===== src/rtl/rock_generator.sv =====
// Triangular cradle rocking generator: turns latched amplitude/frequency into a
// symmetric swing about centre 128, with a PWM drive proportional to position.
module rock_generator #(
    parameter int unsigned TICK_DIV = 1000
) (
    input  logic       clk,
    input  logic       reset,
    input  logic [3:0] A,
    input  logic [3:0] F,
    output logic [7:0] pos,
    output logic       pwm,
    output logic       dir,
    output logic       busy,
    output logic       period_done
);

    localparam int unsigned PRESC_W = 16;
    localparam int unsigned POS_W   = 8;
    localparam int unsigned CALC_W  = 9;
    localparam int unsigned CENTRE  = 128;

    typedef enum logic [1:0] {
        S_IDLE,
        S_RISE,
        S_FALL,
        S_RETURN
    } state_t;

    state_t              r_state;
    logic [PRESC_W-1:0]  r_presc;
    logic [POS_W-1:0]    r_pwm_cnt;
    logic [3:0]          r_a_l;
    logic [3:0]          r_f_l;
    logic [POS_W-1:0]    r_pos;
    logic                r_pwm;
    logic                r_dir;
    logic                r_busy;
    logic                r_period_done;

    logic                w_tick;
    logic                w_run;
    logic [CALC_W-1:0]   w_amp;
    logic [CALC_W-1:0]   w_hi;
    logic [CALC_W-1:0]   w_lo;
    logic [CALC_W-1:0]   w_pos;
    logic [CALC_W-1:0]   w_step;
    logic [CALC_W-1:0]   w_up;
    logic [CALC_W-1:0]   w_dn;
    logic [CALC_W-1:0]   w_dn_lim;

    assign w_tick   = (r_presc == PRESC_W'(TICK_DIV - 1));
    assign w_run    = (A != 4'd0) && (F != 4'd0);
    assign w_amp    = CALC_W'({r_a_l, 3'b000});
    assign w_hi     = CALC_W'(CENTRE) + w_amp;
    assign w_lo     = CALC_W'(CENTRE) - w_amp;
    assign w_pos    = CALC_W'(r_pos);
    assign w_step   = CALC_W'(r_f_l);
    assign w_up     = w_pos + w_step;
    // Falling clamp compared as pos <= lo+F so the subtraction never underflows.
    assign w_dn_lim = w_lo + w_step;
    assign w_dn     = w_pos - w_step;

    assign pos         = r_pos;
    assign pwm         = r_pwm;
    assign dir         = r_dir;
    assign busy        = r_busy;
    assign period_done = r_period_done;

    // Position-update prescaler.
    always_ff @(posedge clk or negedge reset) begin
        if (!reset) begin
            r_presc <= '0;
        end else if (w_tick) begin
            r_presc <= '0;
        end else begin
            r_presc <= r_presc + PRESC_W'(1);
        end
    end

    // Free-running PWM; a new pos applies at the current count, not at a period boundary.
    always_ff @(posedge clk or negedge reset) begin
        if (!reset) begin
            r_pwm_cnt <= '0;
            r_pwm     <= 1'b0;
        end else begin
            r_pwm_cnt <= r_pwm_cnt + POS_W'(1);
            r_pwm     <= (r_pwm_cnt < r_pos);
        end
    end

    // Swing FSM; A/F are only latched while idle or at the centre crossing.
    always_ff @(posedge clk or negedge reset) begin
        if (!reset) begin
            r_state       <= S_IDLE;
            r_a_l         <= 4'd0;
            r_f_l         <= 4'd0;
            r_pos         <= POS_W'(CENTRE);
            r_dir         <= 1'b0;
            r_busy        <= 1'b0;
            r_period_done <= 1'b0;
        end else begin
            r_period_done <= 1'b0;
            if (w_tick) begin
                case (r_state)
                    S_IDLE: begin
                        r_a_l <= A;
                        r_f_l <= F;
                        if (w_run) begin
                            r_state <= S_RISE;
                            r_dir   <= 1'b1;
                            r_busy  <= 1'b1;
                        end
                    end
                    S_RISE: begin
                        if (w_up >= w_hi) begin
                            r_pos   <= POS_W'(w_hi);
                            r_state <= S_FALL;
                            r_dir   <= 1'b0;
                        end else begin
                            r_pos <= POS_W'(w_up);
                        end
                    end
                    S_FALL: begin
                        if (w_pos <= w_dn_lim) begin
                            r_pos   <= POS_W'(w_lo);
                            r_state <= S_RETURN;
                            r_dir   <= 1'b1;
                        end else begin
                            r_pos <= POS_W'(w_dn);
                        end
                    end
                    S_RETURN: begin
                        if (w_up >= CALC_W'(CENTRE)) begin
                            r_pos         <= POS_W'(CENTRE);
                            r_period_done <= 1'b1;
                            r_a_l         <= A;
                            r_f_l         <= F;
                            if (w_run) begin
                                r_state <= S_RISE;
                                r_dir   <= 1'b1;
                                r_busy  <= 1'b1;
                            end else begin
                                r_state <= S_IDLE;
                                r_dir   <= 1'b0;
                                r_busy  <= 1'b0;
                            end
                        end else begin
                            r_pos <= POS_W'(w_up);
                        end
                    end
                    default: begin
                        r_state <= S_IDLE;
                        r_dir   <= 1'b0;
                        r_busy  <= 1'b0;
                    end
                endcase
            end
        end
    end

endmodule

===== config.mk =====
export PLATFORM = sky130hd
export DESIGN_NAME = rock_generator
export DESIGN_NICKNAME = d
export VERILOG_FILES = /design/src/rtl/rock_generator.sv
export SDC_FILE = /design/constraint.sdc
export NUM_CORES = 1
export LEC_CHECK = 0
export BUFFER_PORTS_ARGS = -buffer_cell sky130_fd_sc_hd__buf_4
export CAP_MARGIN = 5
export CORE_ASPECT_RATIO = 1.25
export CORE_UTILIZATION = 60
export CTS_CLUSTER_SIZE = 20
export DETAILED_ROUTE_END_ITERATION = 12
export PLACE_DENSITY = 0.86
export SETUP_SLACK_MARGIN = 0.5
export SYNTH_ARGS = -nofsm -noshare
export SYNTH_HDL_FRONTEND = slang
export SYNTH_SLANG_ARGS = --single-unit

===== constraint.sdc =====
create_clock -name clk -period 4.5 [get_ports clk]
set_clock_uncertainty 0.15 [all_clocks]
set_input_delay 0.45 -clock clk [delete_from_list [all_inputs] [get_ports clk]]
set_output_delay 0.45 -clock clk [all_outputs]
set_load 0.01 [all_outputs]

==> results of run 1 <==
==> critical path: stages, from the launching register on <==
cell     delay (ps)
dfrtp_1         490
inv_1           130
fa_1            500
o31a_1          330
xnor2_1         190
ha_1            330
and4_1          190
a41oi_1         120
nand3_1         110
o31ai_1         120
a311o_1         410
or3_4           350
mux2_4          310
==> synthesized netlist by cell type (2+ instances only) <==
master	instances	area [µm²]
a21oi_1	12	60.1
a31oi_1	2	12.5
a211oi_1	2	15.0
o21ai_1	2	10.0
xnor2_1	19	166
o21ai_2	2	17.5
nand2_1	24	90.1
buf_4	2	15.0
fa_1	2	40.0
nor4_1	5	31.3
mux2_1	7	78.8
or4_1	2	15.0
mux2i_1	2	20.0
nand2b_1	2	12.5
a2111oi_0	3	26.3
dfrtp_1	45	1130
o211ai_1	3	22.5
nand3b_1	3	22.5
o22a_1	2	17.5
or3_1	6	37.5
xor2_1	12	105
o21ai_0	14	70.1
ha_1	33	413
a41oi_1	3	26.3
nor2b_1	6	37.5
nand3_1	13	65.1
and4_1	3	26.3
and2_1	2	12.5
or2_2	2	12.5
nor2_1	27	101
nor3_1	8	40.0
nand4_1	5	31.3
clkbuf_1	4	15.0
a21o_1	4	30.0
a311o_1	2	20.0
inv_1	30	113
o31a_1	2	17.5
and3_1	4	25.0
mux2_2	2	22.5
==> sequential cells by signal, summed over array words and instances, names as in the netlist <==
name and flops:
pwm 1, r_a_l 4, busy 1, r_presc 16
r_pwm_cnt 8, period_done 1, dir 1, pos 8
r_state 2, r_f_l 4
==> per-stage QoR <==
stage,area [µm²],hold slack (ps),std cells
5_1_grt,3550,30.0,431
2_1_floorplan,3250,4.41,346
3_5_place_dp,3440,311,422
4_1_cts,3530,17.1,430
6_report,3550,-19.9,431
3_3_place_gp,3440,300,422
==> worst max-delay path by stage <==
stage	cells after the start	from	slack, ps	end
2_1_floorplan	12	pos[1]$_DFFE_PN0P_	1010	r_state[1]$_DFFE_PN0P_
3_3_place_gp	13	r_a_l[0]$_DFFE_PN0P_	680	r_state[1]$_DFFE_PN0P_
3_5_place_dp	14	r_a_l[0]$_DFFE_PN0P_	550	r_state[1]$_DFFE_PN0P_
4_1_cts	14	r_a_l[0]$_DFFE_PN0P_	530	r_state[1]$_DFFE_PN0P_
5_1_grt	13	pos[0]$_DFFE_PN0P_	510	r_state[1]$_DFFE_PN0P_
6_report	12	pos[1]$_DFFE_PN0P_	680	r_state[1]$_DFFE_PN0P_
==> cells by family (layout without fill, tap and decap cells) <==
logic type,Yosys count,count (layout),share of synthesized area (%)
AO/OA/AOI/OAI,65,65,14.1
XOR/XNOR,31,31,8.36
adder cells (fa/ha/maj),35,35,13.9
buffers and inverters,38,61,4.85
flip-flops,46,46,35.5
multiplexers,12,12,4.20
AND/OR/NAND/NOR,119,119,19.1
==> layout make-up <==
cell class                      count  area, µm²  area share (%)
Clock inverter                      3       18.8           0.529
Sequential cell                    46       1150            32.5
Tap cell                           62       77.6            2.19
Multi-Input combinational cell    262       1950            54.9
Timing Repair Buffer               22        165            4.65
Clock buffer                        5       68.8            1.94
Inverter                           31        116            3.28
==> repair_timing <==
| action | 4_1_cts | 5_1_grt |
|---|---|---|
| hold buffers | 0 | 0 |
| gates resized for setup | 0 | 3 |
| setup buffers | 0 | 1 |
| endpoints found under the setup margin | 0 | 3 |
==> report_power, final <==
group	internal, mW	switching [mW]
clock network	0.110	0.152
logic	0.0258	0.0386
registers	0.417	0.00515
total	0.553	0.196
==> metal layers <==
metal  routed length [µm]  vias to the layer above
met1                 3080                     1318
met2                 3950                      101
li1                     -                     1269
met3                  309                       34
met5                    0                        -
met4                  306                        0
==> metrics.yaml, run 1 <==
detailed_routing:
  drtIter0Drc: 187
  routedWlPerCell_um: 17.8
  postRouteAntennaNets: 0
  drt-total-wl_um: 7650
  firstDrtPassIters: 5
  routed-via-count: 2722
  vias_per_cell: 6.32
  remaining_drc_errors: 0
timing:
  rsz0062_at_grt: "false"
  holdWs_ps: -19.9
  fmax_mhz: 261
  finalCriticalPeriod_ps: 3820
  setup_ws_ps: 675
  period_share_pct: 85.0
  finalMaxSlewViolations: 0
  worst_slew_pin_slew_ps: 810
  hold_viol: 20
  finalSetupViolCount: 0
  setup_tns_ps: 0
  slew_headroom_pct: 45.8
pwr:
  total_power_mw: 0.749
  ir_drop_uv: 168
  power_density_nw_per_um2: 211
  p_leak_nw: 1.62
global_routing:
  grt_pass1_wl_um: 13100
  use_met2_pct: 51.1
  globalRouteOverflowTotal: 0
  busiest_layer: "met2"
  grtUsageMet1_pct: 36.8
  grt_usage_pct: 30.6
  first_global_vias: 2829
  met3_usage_pct: 5.43
  antenna_found_initial: 0
  grt_max_degree: 47
job:
  timing.max_cap.violations: 0
synth:
  synth_area_um2: 3250
  postSynthCellCount: 346
  yosys_register_bits: 46
  syn_nets: 391
  ys_types: 62
  yosysWarningCount: 0
  ys.flop_type: "dfrtp_1"
  yosysSeqAreaShare_pct: 35.5
  syn_area_per_cell_um2: 9.39
  synthArstFlopShare_pct: 100
  synth_edf_count: 0
worst_setup_path:
  worstReg2RegEnd: "r_state[1]$_DFFE_PN0P_"
  cp-start-kind: "register"
  cp-end-kind: "register"
  crit_fanout: 6
  worst_ep_arrival_time_ps: 3870
  reg2reg_slack_ps: 680
  criticalPathCategory: "reg -> reg"
  regToRegStartpoint: "pos[1]$_DFFE_PN0P_"
  crit_required_ps: 4550
  reg2reg_depth: 12
die:
  die_area_um2: 5720
  design.portCount: 22
  start_util_pct: 63.1
  core_um2: 5150
  die_y_um: 84.3
  std_cell_rows: 29
  die_x_um: 67.8
cts:
  clockBufferDepth: 2
  root_buffer: "clkbuf_8"
  clock_sinks: 46
  cts_made_buffers: 5
  clk_latency_ps: 310
  htree_levels: 2
  clkSlewWorstSetupHoldPaths_ps: 90
  cts_tree: "built"
place:
  post-place-ws_ps: 550
  portBuffers: 21
  place_congestion: 0.979
  dp_hpwl_um: 5900
finish:
  drive_above_1_share_pct: 12.7
  final_util_pct: 68.9
  nFillCells: 413
  layout_common_cells: "44 x dfrtp_1, 33 x ha_1, 30 x inv_1"
  area_delta_synth_final_pct: 9.24
  num_antenna_cells: 0
  fin_nets: 413
  final_common_cell: "dfrtp_1"
outcome:
  violations: "hold timing"
  outcome: "complete, but fails checks"
worst_hold_path:
  hold_class: "in -> async"
No activity file was read; power rests on OpenSTA's default activity.
==> run 2, diff against run 1 <==
Settings changed: ABC_AREA set to 1, CORE_UTILIZATION 60 to 56, PLACE_DENSITY 0.86 to 0.84.
Clock period 4.5 ns to 3.37 ns, I/O delays scaled along.
==> run 2 against run 1 <==
Compared with the run above:
- the flow now finishes without violations
- total power increased by 34%
- worst setup slack got worse by 470 ps
- synthesized area is 8.2% higher
- worst hold slack better by 160 ps
- first-iteration DRC count rose by 29%
- synthesized cell count increased by 33%
- count of clock-buffer cells in the layout up 1
- fmax grew 21%
==> metrics.yaml, run 2 <==
outcome:
  outcome: "complete, no violations"
detailed_routing:
  routedWlPerCell_um: 15.1
  drtIter0Drc: 241
  postRouteAntennaNets: 0
  drt-total-wl_um: 8870
  vias_per_cell: 5.59
  firstDrtPassIters: 6
  remaining_drc_errors: 0
  routed-via-count: 3276
cts:
  root_buffer: "clkbuf_8"
  clkSlewWorstSetupHoldPaths_ps: 100
  clk_latency_ps: 310
  htree_levels: 2
  cts_made_buffers: 5
  clock_sinks: 46
  cts_tree: "built"
  clockBufferDepth: 2
die:
  die_x_um: 72.9
  start_util_pct: 59.2
  die_area_um2: 6600
  std_cell_rows: 31
  die_y_um: 90.6
  design.portCount: 22
  core_um2: 5930
worst_setup_path:
  crit_start: "pos[0]$_DFFE_PN0P_"
  crit_required_ps: 3430
  worst_ep_arrival_time_ps: 3230
  reg2reg_depth: 20
  worstReg2RegEnd: "pos[3]$_DFFE_PN0P_"
  cp-start-kind: "register"
  cp-end-kind: "register"
  crit_fanout: 5
  criticalPathCategory: "reg -> reg"
  reg2reg_slack_ps: 200
  regToRegStartpoint: "pos[0]$_DFFE_PN0P_"
synth:
  synth.most_common_cell: "nand2_1"
  syn_area_per_cell_um2: 7.66
  yosysSeqAreaShare_pct: 32.8
  synth_edf_count: 0
  ys.flop_type: "dfrtp_1"
  yosysWarningCount: 0
  synth_area_um2: 3520
  yosys.area.top_type_share_pct: 32.0
  synth.top_cells.by_count: "97 x nand2_1, 79 x inv_1, 45 x dfrtp_1"
  synthArstFlopShare_pct: 100
  ys_types: 43
  synth_top_area_cell: "dfrtp_1"
  synth_area_leaders: "dfrtp_1 32%, ha_1 12%, nand2_1 10%"
  syn_nets: 504
  postSynthCellCount: 459
  yosys_register_bits: 46
finish:
  top_regs: "r_presc x16, pos x8, r_pwm_cnt x8"
  layout_common_cells: "94 x nand2_1, 74 x inv_1, 44 x dfrtp_1"
  num_antenna_cells: 0
  regMostFlops: "r_presc"
  final_common_cell: "nand2_1"
  area_delta_synth_final_pct: 17.8
  fin_nets: 548
  drive_above_1_share_pct: 19.4
  largest_reg_flops: 16
worst_hold_path:
  hold_class: "in -> reg"
  hold_start: "A[0]"
  worstHoldEndpoint: "r_a_l[0]$_DFFE_PN0P_"
  min_path_cells: 3
place:
  dp_hpwl_um: 6630
  post-place-ws_ps: 99.4
  portBuffers: 21
  place_congestion: 0.912
global_routing:
  grt_usage_pct: 28.9
  antenna_found_initial: 0
  globalRouteOverflowTotal: 0
  grt_pass1_wl_um: 14600
  grt_max_degree: 47
  first_global_vias: 3222
pwr:
  power_density_nw_per_um2: 242
  p_leak_nw: 2.21
  ir_drop_uv: 221
timing:
  finalMaxSlewViolations: 0
  fmax_mhz: 316
  period_share_pct: 93.9
  slew_headroom_pct: 60.4
  finalCriticalPeriod_ps: 3170
  worst_slew_pin_slew_ps: 593
  setup_ws_ps: 204
  rsz0062_at_grt: "true"
  setup_tns_ps: 0
  finalSetupViolCount: 0
  hold_viol: 0
job:
  timing.max_cap.violations: 0
-- run 2: critical path, stage by stage, from the launching register on --
cell and delay, ps:
dfrtp_1 370, ha_2 200, inv_2 40, fa_2 370
nor2_4 100, nor2_2 60, o21bai_4 210, nand2_1 100
o21ai_2 150, nand2_2 100, inv_2 70, ha_4 200
nand2_1 80, o21ai_2 70, o21ai_4 270, buf_6 140
nand4_1 110, nand3_1 110, nand2_1 60, nand2_1 60
nand2_1 50
-- run 2: report_power, final --
part	internal [mW]	switching, mW
sequential	0.552	0.000302
combinational	0.0103	0.0173
clock	0.222	0.201
total	0.784	0.219
-- run 2: how the worst max path moves through the flow --
| stage | endpoint | slack, ps | cells past startpoint |
|---|---|---|---|
| floorplan | pos[1]$_DFFE_PN0P_ | 350 | 20 |
| global placement | pos[5]$_DFFE_PN0P_ | 190 | 18 |
| detailed placement | pos[5]$_DFFE_PN0P_ | 100 | 20 |
| CTS | pos[3]$_DFFE_PN0P_ | 260 | 20 |
| global route | pos[4]$_DFFE_PN0P_ | 60 | 20 |
| finish | pos[3]$_DFFE_PN0P_ | 200 | 20 |
-- run 2: area by class of cell --
cell class	instances	area, µm²
Fill cell	487	1790
Timing Repair Buffer	42	329
Clock inverter	2	37.5
Sequential cell	46	1150
Multi-Input combinational cell	327	2140
Tap cell	82	103
Inverter	81	304
Clock buffer	6	72.6
-- run 2: through the flow --
stage	std cells	util, %	instance area [µm²]	hold WS [ps]	total power [mW]
floorplan	459	-	3530	-109	0.569
global placement	561	63.9	3790	219	0.590
detailed placement	561	63.9	3790	233	0.591
CTS	582	68.6	4070	142	1.01
global route	586	69.8	4140	159	1.04
finish	586	69.8	4140	138	1.00
-- run 2: kinds of logic after synthesis --
family,Yosys count,share of synthesized area [%]
flops,46,32.8
xor+xnor,22,5.48
buf+inv,86,9.61
fa+ha+maj,35,12.9
compound gates,54,9.18
simple gates,216,30.1
-- run 2: routing by layer --
layer	global-route usage, %	wire length [µm]
met2	50.3	4570
met5	0	0
met3	5.58	434
met4	14.1	343
met1	33.3	3520
-- run 2: repair_timing --
action                                 4_1_cts  5_1_grt
setup endpoints to repair                   10       11
buffers inserted                            12        4
hold buffers                                 1        0
pin swaps                                   20       12
endpoints found under the hold margin       45        0
resized for setup                           14       14
==> run 3, diff against run 2 <==
Settings changed: CORE_ASPECT_RATIO 1.25 to 0.9.
==> run 3 against run 2 <==
Compared with the run above:
- total power decreased by 5.7%
- flip-flop and latch count unchanged
- clock power decreased by 13%
- die area about the same
- first-iteration DRC count decreased by 34%
- combinational power about the same
- critical path depth decreased by 1
- worst setup slack improved by 39 ps
- non-clock buffer count decreased by 3
- wire length decreased by 2.2%
- critical path type unchanged
- largest power group unchanged
==> metrics.yaml, run 3 (synthesized netlist as in run 2, its figures left out) <==
outcome:
  outcome: "complete, no violations"
finish:
  area_delta_synth_final_pct: 17.6
  fin_nets: 545
  largest_reg_flops: 16
  regMostFlops: "r_presc"
  final_common_cell: "nand2_1"
  layout_common_cells: "88 x nand2_1, 73 x inv_1, 44 x dfrtp_1"
  final_util_pct: 68.0
  top_regs: "r_presc x16, pos x8, r_pwm_cnt x8"
  final_cells: 573
  drive_above_1_share_pct: 21.8
  num_antenna_cells: 0
timing:
  finalSetupViolCount: 0
  holdWs_ps: 143
  hold_viol: 0
  finalCriticalPeriod_ps: 3130
  slew_headroom_pct: 60.4
  period_share_pct: 92.8
  rsz0062_at_grt: "true"
  worst_slew_pin_slew_ps: 593
  finalMaxSlewViolations: 0
  fmax_mhz: 320
  setup_tns_ps: 0
  setup_ws_ps: 244
cts:
  cts_tree: "built"
  clkSlewWorstSetupHoldPaths_ps: 90
  clock_sinks: 46
  root_buffer: "clkbuf_8"
  clockBufferDepth: 2
  htree_levels: 2
  cts_made_buffers: 5
  clk_latency_ps: 310
worst_setup_path:
  cp_common_cell: "nand2_1"
  regToRegStartpoint: "pos[0]$_DFFE_PN0P_"
  cp-start-kind: "register"
  worst_path_largest_cell_delay_ps: 390
  criticalPathCategory: "reg -> reg"
  slowest_stage: "dfrtp_1"
  crit_fanout: 6
  worst_ep_arrival_time_ps: 3180
  cp-end-kind: "register"
  worstPathCellList: "ha_2, inv_2, fa_2, nor2_2, nor2_2, o21bai_4, nand4_1, nand2_2, inv_2, ha_4, nand2_4, nor3_4, nand4_4, nand3_4, nand2_2, nand3_1, nand2_1, nand2_1, nand2_1"
  crit_required_ps: 3420
  crit_start: "pos[0]$_DFFE_PN0P_"
detailed_routing:
  postRouteAntennaNets: 0
  drt-total-wl_um: 8670
  firstDrtPassIters: 7
  remaining_drc_errors: 0
  routed-via-count: 3203
  routedWlPerCell_um: 15.1
  drtIter0Drc: 159
  vias_per_cell: 5.59
global_routing:
  grtUsageMet1_pct: 39.8
  grt_pass1_wl_um: 14300
  met3_usage_pct: 4.52
  globalRouteOverflowTotal: 0
  grt_usage_pct: 27.8
  grt_max_degree: 47
  busiest_layer: "met2"
  antenna_found_initial: 0
  first_global_vias: 3028
  use_met2_pct: 42.7
place:
  place_congestion: 0.947
  portBuffers: 21
  post-place-ws_ps: 114
  place_inst: 551
  dp_hpwl_um: 6350
job:
  timing.max_cap.violations: 0
die:
  std_cell_rows: 27
  core_um2: 6080
  die_x_um: 85.5
  die_area_um2: 6600
  design.portCount: 22
  start_util_pct: 57.8
  die_y_um: 77.2
worst_hold_path:
  hold_start: "A[1]"
  hold_class: "in -> reg"
pwr:
  power_density_nw_per_um2: 229
  ir_drop_uv: 212
  p_leak_nw: 2.19
-- run 3: cell type report --
class	instances	area (µm²)
inverter	81	304
clock inverter	2	12.5
timing repair buffer	39	303
clock buffer	6	82.6
multi-input combinational	327	2190
tap	72	90.1
sequential	46	1150
fill	495	1950
-- run 3: metal layers --
layer  vias to the layer above  part of all wire [%]
met1                      1493                    46
met2                       112                    45
met5                         -                     0
li1                       1577                     -
met3                        21                   6.5
met4                         0                   2.3
-- run 3: timing repair --
action,in CTS,in global routing
resized for setup,20,21
setup buffers,8,5
hold buffers,1,0
pin swaps,20,19
hold endpoints to repair,45,0
setup endpoints to repair,11,11
-- run 3: report_power, final --
group	total [mW]	internal (mW)	switching, mW
registers	0.552	0.552	0.000281
clock network	0.366	0.165	0.201
logic	0.0275	0.0103	0.0172
-- run 3: path summary, 6_finish.rpt --
| check | to | slack [ps] | cells after the start |
|---|---|---|---|
| max in group asynchronous | pos[1]$_DFFE_PN0P_ | 2220 | 2 |
| min in group asynchronous | pos[4]$_DFFE_PN0P_ | 410 | 2 |
| worst min register to register | r_pwm_cnt[0]$_DFF_PN0_ | 330 | 1 |
| worst min-delay path | r_a_l[1]$_DFFE_PN0P_ | 140 | 3 |
| worst max register to register | pos[3]$_DFFE_PN0P_ | 240 | 19 |
| worst max-delay path | pos[3]$_DFFE_PN0P_ | 240 | 19 |
-- run 3: worst max-delay path, delay by kind of cell, from the launching register on --
| kind | cells | cell delay (ps) |
|---|---|---|
| buffers and inverters | 2 | 100 |
| AND/OR/NAND/NOR | 13 | 1360 |
| flip-flops | 1 | 390 |
| adder cells (fa/ha/maj) | 3 | 830 |
| AO/OA/AOI/OAI | 1 | 200 |
-- run 3: per-stage QoR --
step | cell area [µm²] | power (mW)
global placement | 3780 | 0.590
finish | 4130 | 0.946
floorplan | 3530 | 0.569
detailed placement | 3780 | 0.591
global route | 4130 | 0.977
CTS | 4030 | 0.956
